[config.mk]
export PLATFORM = sky130hd
export DESIGN_NAME = kmp_string_matcher
export DESIGN_NICKNAME = d
export VERILOG_FILES = /design/src/rtl/kmp_string_matcher.sv
export SDC_FILE = /design/constraint.sdc
export NUM_CORES = 1
export LEC_CHECK = 0
export BUFFER_PORTS_ARGS = -buffer_cell sky130_fd_sc_hd__buf_2
export CAP_MARGIN = 0
export CORE_MARGIN = 3
export CORE_UTILIZATION = 56
export CTS_CLUSTER_DIAMETER = 150
export DETAILED_ROUTE_END_ITERATION = 16
export GPL_TIMING_DRIVEN = 1
export PLACE_DENSITY = 0.81
export SLEW_MARGIN = 10
export SYNTH_ARGS = -nofsm -noshare
export SYNTH_HDL_FRONTEND = slang
export SYNTH_SLANG_ARGS = --single-unit
[constraint.sdc]
create_clock -name clk -period 8.3 [get_ports clk]
set_clock_uncertainty 0.15 [all_clocks]
set_input_delay 1.66 -clock clk [delete_from_list [all_inputs] [get_ports clk]]
set_output_delay 1.66 -clock clk [all_outputs]
set_load 0.01 [all_outputs]
[src/rtl/kmp_string_matcher.sv]
// kmp_string_matcher: streams bytes against a registered pattern and KMP failure table, reporting every match.
module kmp_string_matcher #(
   parameter int BYTE        = 8,
   parameter int MAX_PATTERN = 8,
   parameter int MAX_PAT_ADD = 4,
   parameter int STR_ADD     = 16
) (
   input  logic                           clk,
   input  logic                           reset,
   input  logic                           i_valid,
   input  logic [MAX_PATTERN*BYTE-1:0]    pattern,
   input  logic [MAX_PAT_ADD*MAX_PATTERN-1:0] fail_func,
   input  logic [MAX_PAT_ADD-1:0]         pat_len,
   input  logic                           s_valid,
   input  logic [BYTE-1:0]                s_data,
   input  logic                           s_last,
   output logic                           s_ready,
   output logic                           o_match_valid,
   output logic [STR_ADD-1:0]             o_match_pos,
   output logic                           o_done,
   output logic [STR_ADD-1:0]             o_match_cnt,
   output logic                           o_err
);
   localparam int PI = (MAX_PATTERN > 1) ? $clog2(MAX_PATTERN) : 1;

   typedef enum logic [1:0] {IDLE, SCAN, DONE} state_t;

   state_t                                 state_q, state_d;
   logic [MAX_PATTERN-1:0][BYTE-1:0]       pat_q;
   logic [MAX_PATTERN-1:0][MAX_PAT_ADD-1:0] ff_q;
   logic [MAX_PAT_ADD-1:0]                 len_q, q_q, q_d;
   logic [STR_ADD-1:0]                     pos_q, pos_d, cnt_q, cnt_d, mpos_q, mpos_d;
   logic                                   mv_q, mv_d, err_q, err_d;
   logic                                   hit, full, bad;
   logic [PI-1:0]                          qi, qm1, lm1;

   always_comb begin
      qi      = PI'(q_q);
      qm1     = PI'(q_q - 1'b1);
      lm1     = PI'(len_q - 1'b1);
      hit     = pat_q[qi] == s_data;
      full    = (q_q + 1'b1) == len_q;
      bad     = (pat_len == '0) || (pat_len > MAX_PAT_ADD'(MAX_PATTERN));
      s_ready = (state_q == SCAN) && s_valid && (hit || q_q == '0);
      state_d = state_q;
      q_d     = q_q;
      pos_d   = pos_q;
      cnt_d   = cnt_q;
      mv_d    = 1'b0;
      mpos_d  = mpos_q;
      err_d   = err_q;
      case (state_q)
         IDLE: if (i_valid) begin
            state_d = bad ? DONE : SCAN;
            err_d   = bad;
            q_d     = '0;
            pos_d   = '0;
            cnt_d   = '0;
         end
         SCAN: if (s_ready) begin
            pos_d = pos_q + 1'b1;
            if (hit) begin
               // After a full match, resume from the longest border so overlaps are found
               q_d = full ? ff_q[lm1] : q_q + 1'b1;
               if (full) begin
                  mv_d   = 1'b1;
                  mpos_d = pos_q - STR_ADD'(len_q) + 1'b1;
                  cnt_d  = &cnt_q ? cnt_q : cnt_q + 1'b1;
               end
            end
            if (s_last) state_d = DONE;
         end else if (s_valid) begin
            q_d = ff_q[qm1];
         end
         DONE: if (!i_valid) begin
            state_d = IDLE;
            err_d   = 1'b0;
         end
         default: state_d = IDLE;
      endcase
   end

   always_ff @(posedge clk) begin
      if (reset) begin
         state_q <= IDLE;
         q_q     <= '0;
         pos_q   <= '0;
         cnt_q   <= '0;
         mv_q    <= 1'b0;
         mpos_q  <= '0;
         err_q   <= 1'b0;
      end else begin
         state_q <= state_d;
         q_q     <= q_d;
         pos_q   <= pos_d;
         cnt_q   <= cnt_d;
         mv_q    <= mv_d;
         mpos_q  <= mpos_d;
         err_q   <= err_d;
      end
   end

   always_ff @(posedge clk) begin
      if (state_q == IDLE && i_valid && !bad) begin
         pat_q <= pattern;
         ff_q  <= fail_func;
         len_q <= pat_len;
      end
   end

   assign o_match_valid = mv_q;
   assign o_match_pos   = mpos_q;
   assign o_done        = state_q == DONE;
   assign o_match_cnt   = cnt_q;
   assign o_err         = err_q;
endmodule

## Yosys cells after proc, flatten, opt, wreduce, memory -nomap -nowiden

Cells that the tools add are included.

| word-level totals | value |
|---|---|
| memories kept | 0 |
| output and inout port bits | 36 |
| ROM bits | 0 |
| bits in registers | 156 |
| bits of input ports | 113 |
| logic and storage cells | 101 |
| bits in latches | 0 |
| bits in writable memories | 0 |

| cells by class | value |
|---|---|
| bitwise gates (word level) | 3 |
| equality and inequality tests | 13 |
| mux-type cells | 30 |
| div/mod/pow operators | 0 |
| reduce and logical (&&, ||, !) cells | 20 |
| multiply operators | 0 |
| shift-type cells | 0 |
| $add $sub $neg | 7 |
| magnitude comparators | 4 |

Operators with widths:

| kind | number |
|---|---|
| two-way mux 16 bit | 6 |
| case mux 16 bit (2 select lines) | 2 |
| adder 16 x 1 -> 16 bit, second input constant | 3 |
| two-way mux 4 bit | 7 |
| binary-select mux 4 bit (select 3 bit) | 2 |
| binary-select mux 8 bit (select 3 bit) | 1 |
| AND reduction 16 bit | 1 |
| subtractor 16 x 4 -> 16 bit | 1 |
| inequality test 2 bit, second input constant | 7 |
| less-than comparator 3 x 4 -> 1 bit, second input constant | 3 |
| AND reduction 4 bit | 3 |
| two-way mux 2 bit | 5 |
| equality test 8 bit | 1 |
| logical NOT 4 bit | 2 |
| two-way mux 8 bit | 1 |
| case mux 4 bit (2 select lines) | 1 |
| inequality test 3 bit, second input constant | 2 |
| case mux 2 bit (3 select lines) | 1 |
| AND reduction 3 bit | 2 |
| AND reduction 6 bit | 1 |
| subtractor 3 x 1 -> 3 bit, second input constant | 2 |
| adder 4 x 1 -> 4 bit, second input constant | 1 |
| equality test 4 bit | 1 |
| greater-than comparator 4 bit, second input constant | 1 |
| 11 further kinds | 20 |

## Longest topological paths before layout

| logic depth | value |
|---|---|
| word-level depth | 7 |
| depth in mapped cells | 14 |
| mapped depth without buffers | 14 |

## Worst setup path before layout

OpenSTA, ideal clock, no wires.

| timing | value |
|---|---|
| path type | input to register |
| start | input port i_valid |
| end | register state_q[0] |
| setup slack | 1049 ps |
| buffers on the path | 0 |
| required time | 8075 ps |
| library setup time | 75 ps |
| stages on the path | 4 |
| data arrival time | 7026 ps |
| cells stage by stage | nor2b_1 -> nor2b_1 -> nor2b_1 -> a22o_1 |

| on the way | value |
|---|---|
| longest elaborated chain between the ends | 2 |
| elaborated cells between the ends (all ways) | 3 |
| classes of those cells | 2 x eq/ne; 1 x reduce/logical |

Ends and longest elaborated chain:

| item | RTL line | source |
|---|---|---|
| start, declared | 10 | `input logic i_valid,` |
| inequality test 2 bit (no source line) | - |  |
| AND reduction 4 bit (no source line) (*) | - |  |
| end signal, assigned | 93 | `state_q <= state_d;` |
| end, declared | 28 | `state_t state_q, state_d;` |

Mark *: on every way between the ends. The rest lies on a longest branch, timed or not.
A chain may end at the register's enable or synchronous reset.

## Worst setup path in the final report

| timing | value |
|---|---|
| start | register q_q[0] |
| end | output port s_ready |

| on the way | value |
|---|---|
| longest elaborated chain between the ends | 5 |
| elaborated cells between the ends (all ways) | 6 |
| classes of those cells | 1 x eq/ne; 2 x mux; 3 x reduce/logical |

Ends and longest elaborated chain:

| item | RTL line | source |
|---|---|---|
| start, declared | 31 | `logic [MAX_PAT_ADD-1:0] len_q, q_q, q_d;` |
| start signal, assigned | 94 | `q_q <= q_d;` |
| binary-select mux 8 bit (select 3 bit) | 41 | `hit = pat_q[qi] == s_data;` |
| two-way mux 8 bit (implied by the code) | 41 |  |
| equality test 8 bit | 41 |  |
| logical OR 1 bit (*) | 44 | `s_ready = (state_q == SCAN) && s_valid && (hit \|\| q_q == '0);` |
| logical AND 1 bit (*) | 44 |  |
| end, declared | 17 | `output logic s_ready,` |

Mark *: on every way between the ends. The rest lies on a longest branch, timed or not. The select of a mux whose other input is x is not followed.

==> out/metrics.yaml <==
status: "finished, final reports clean"
required_ps: 6490
design.die.area_um2: 15100
synth-seq-area-share_pct: 53.7
post_cts_buffers: 0
cp_max_fo: 38
die_h_um: 123
crit_chain: "buf_4 -> mux4_2 -> mux2i_1 -> xor2_1 -> nand3_1 -> or4_1 -> a21oi_2 -> buf_2"
cts_tree: "yes"
grt_overflow: 0
cts.sinks: 156
timing.max_cap.violations: 0
die_w_um: 123
rsz0062_at_grt: "false"
area_growth_syn_to_layout_pct: 19.1
hpwlAfterDp_um: 11800
drt_iter0_drc: 469
grt_max_degree: 96
fmax_ghz: 0.170
yosysUniqueCellTypes: 58
async_reset_ff_share_pct: 0
maxSlewViolCount: 0
grt_pass1_wl_um: 26700
num_rows: 42
clk_path_buf_depth: 2
clkPwrFrac_pct: 43.6
cts.repair.resized: 0
avgViaCountPerCell: 5.95
initial_core_util_pct: 57.5
syn-num-nets: 768
synth_xor_area_share_pct: 2.74
io_buffers: 148
cts-hold-fix-buffers: 0
synth_compound_area_share_pct: 11.7
path_class: "flop to output port"
hold_class: "flop to flop"
p_switching_uw: 428
synth_top_family_by_area: "multiplexers"
ys_ff_latch: 156
grt_pass1_vias: 5457
tightestPinTransition_ps: 1240
path_clk_slew_ps: 70
num_io_pins: 149
sw_frac_of_total_pct: 23.6
fin_cells: 957
hold_viol: 0
drive_above_1_share_pct: 29.7
internal_power_mw: 1.38
wl_per_cell_um: 17.6
cts_buffers: 17
vdd_drop_max_mv: 0.150
avgSynthCellArea_um2: 12.4
ant_nets: 0
placed_cells: 922
dr_total_vias: 5691
yosys-mux-area-fraction_pct: 13.1
fin_util_pct: 68.5
pwr-share-seq_pct: 48.6
p_per_area_nw_per_um2: 198
synth-edff-count: 100
worst_path_max_delay_cell: "or4_1"
synthAdderAreaFrac_pct: 5.64
firstDrtPassIters: 5
antenna_found_initial: 2
synth-simple-area-share_pct: 9.78
synthFlopType: "edfxtp_1"
gp_congestion: 0.839
synthesis.area_um2: 7670
nNetsFinal: 912
max_stage_delay_ps: 680
synthCells: 621
p_comb_share_pct: 7.8
cp-end-kind: "output port"
drcViolationCount: 0
setup_viol: 0
mostFrequentLayoutCell: "buf_2"
power_leakage_nw: 3.65
whs_ps: 313
core_area_um2: 13300
ys_warn_count: 0
wl_um: 16800
clock-root-buffer: "clkbuf_16"
cp.arrival_ps: 4080
fin_crit_ps: 5890
slew_headroom_pct: 17.1
clk-insertion-delay-late_ps: 430
timing.setup.tns_ps: 0
period_share_pct: 70.9
h-tree-depth: 4
mostFrequentLayoutCells: "148 x buf_2, 100 x edfxtp_1, 55 x dfxtp_1"
groute.usage.overall_pct: 22.8
cp-start-kind: "flop"
## flip-flops by register name, indices dropped and copies added (netlist names)
| signal | count |
|---|---|
| ff_q | 32 |
| q_q | 4 |
| o_match_pos | 16 |
| len_q | 4 |
| o_err | 1 |
| state_q | 2 |
| pat_q | 64 |
| pos_q | 16 |
| o_match_valid | 1 |
| o_match_cnt | 16 |
## power groups by stage
stage                     registers, mW  clock network, mW  logic (mW)
after detailed placement          0.896                  0       0.139
after CTS                         0.880              0.797       0.141
after global routing              0.882              0.831       0.155
after floorplan                   0.894                  0      0.0904
after global placement            0.893                  0       0.133
final                             0.879              0.788       0.141
## cells in the mapped netlist (2+ instances only)
master,n,area [um^2]
nor3_1,7,35.0
nor2_1,38,143
o2111ai_1,3,26.3
dfxtp_1,56,1120
or3_1,7,43.8
clkbuf_1,12,45.0
and2_1,4,25.0
o22ai_1,6,37.5
or4_1,3,22.5
xnor2_1,11,96.3
ha_1,33,413
nand2_1,39,146
and3_1,14,87.6
buf_2,4,20.0
clkinv_1,2,7.51
a21o_1,4,30.0
o21bai_1,2,15.0
nand2b_1,8,50.1
inv_1,26,97.6
a311oi_1,13,114
a31oi_1,18,113
buf_4,2,15.0
buf_1,4,15.0
nand4_1,2,12.5
a41oi_1,3,26.3
xor2_1,13,114
o211ai_1,3,22.5
a22o_1,9,78.8
mux2_2,14,158
o311ai_0,4,35.0
o21ai_0,13,65.1
a221o_1,4,40.0
nor2b_1,7,43.8
a211oi_1,6,45.0
mux2i_1,31,310
edfxtp_1,100,3000
mux4_2,24,541
a21oi_1,31,155
buf_6,4,45.0
or2_2,2,12.5
nand3_1,18,90.1
## cell type report
cell class	count	area (um^2)
fillers	971	4210
flip-flops and latches	156	4130
multi-input cells	410	3310
repair buffers	152	771
clock buffers	17	425
well taps	176	220
clock inverters	15	176
inverters	28	105
diodes	3	7.51
## layer usage
layer / GRT usage [%] / wire length [um]
met5: 0 / 10
met1: 29.8 / 6870
met3: 5.08 / 1090
met2: 36.4 / 8320
met4: 10.7 / 545
## path summary, 6_finish.rpt
kind / end / cells after the start / slack (ps) / from
hold / removal: o_match_pos[14] / 2 / 310 / o_match_pos[14]
setup reg to reg: pos_q[6] / 8 / 4010 / q_q[0]
setup / recovery: s_ready / 8 / 2410 / q_q[0]
hold reg to reg: o_match_pos[14] / 2 / 310 / o_match_pos[14]
## cells by family (layout without fill, tap and decap cells)
family | after synthesis | count (layout)
flops | 156 | 156
simple gates | 153 | 153
compound gates | 130 | 130
mux | 69 | 69
buf+inv | 55 | 212
fa+ha+maj | 34 | 34
xor+xnor | 24 | 24
other cells | 0 | 3
## metrics by stage
stage	total power [mW]	area (um^2)	worst slack (ps)
3_5_place_dp	1.04	8530	2760
3_3_place_gp	1.03	8530	2800
2_1_floorplan	0.984	7670	1050
5_1_grt	1.87	9140	2230
6_report	1.81	9140	2410
4_1_cts	1.82	9130	2370
## critical path, delay by kind of cell, from the launching register on
kind | cells | cell delay [ps]
flops | 1 | 310
mux | 2 | 830
simple gates | 2 | 820
xor+xnor | 1 | 230
compound gates | 1 | 680
buf+inv | 2 | 760
Power figures use the tool's default switching activity.
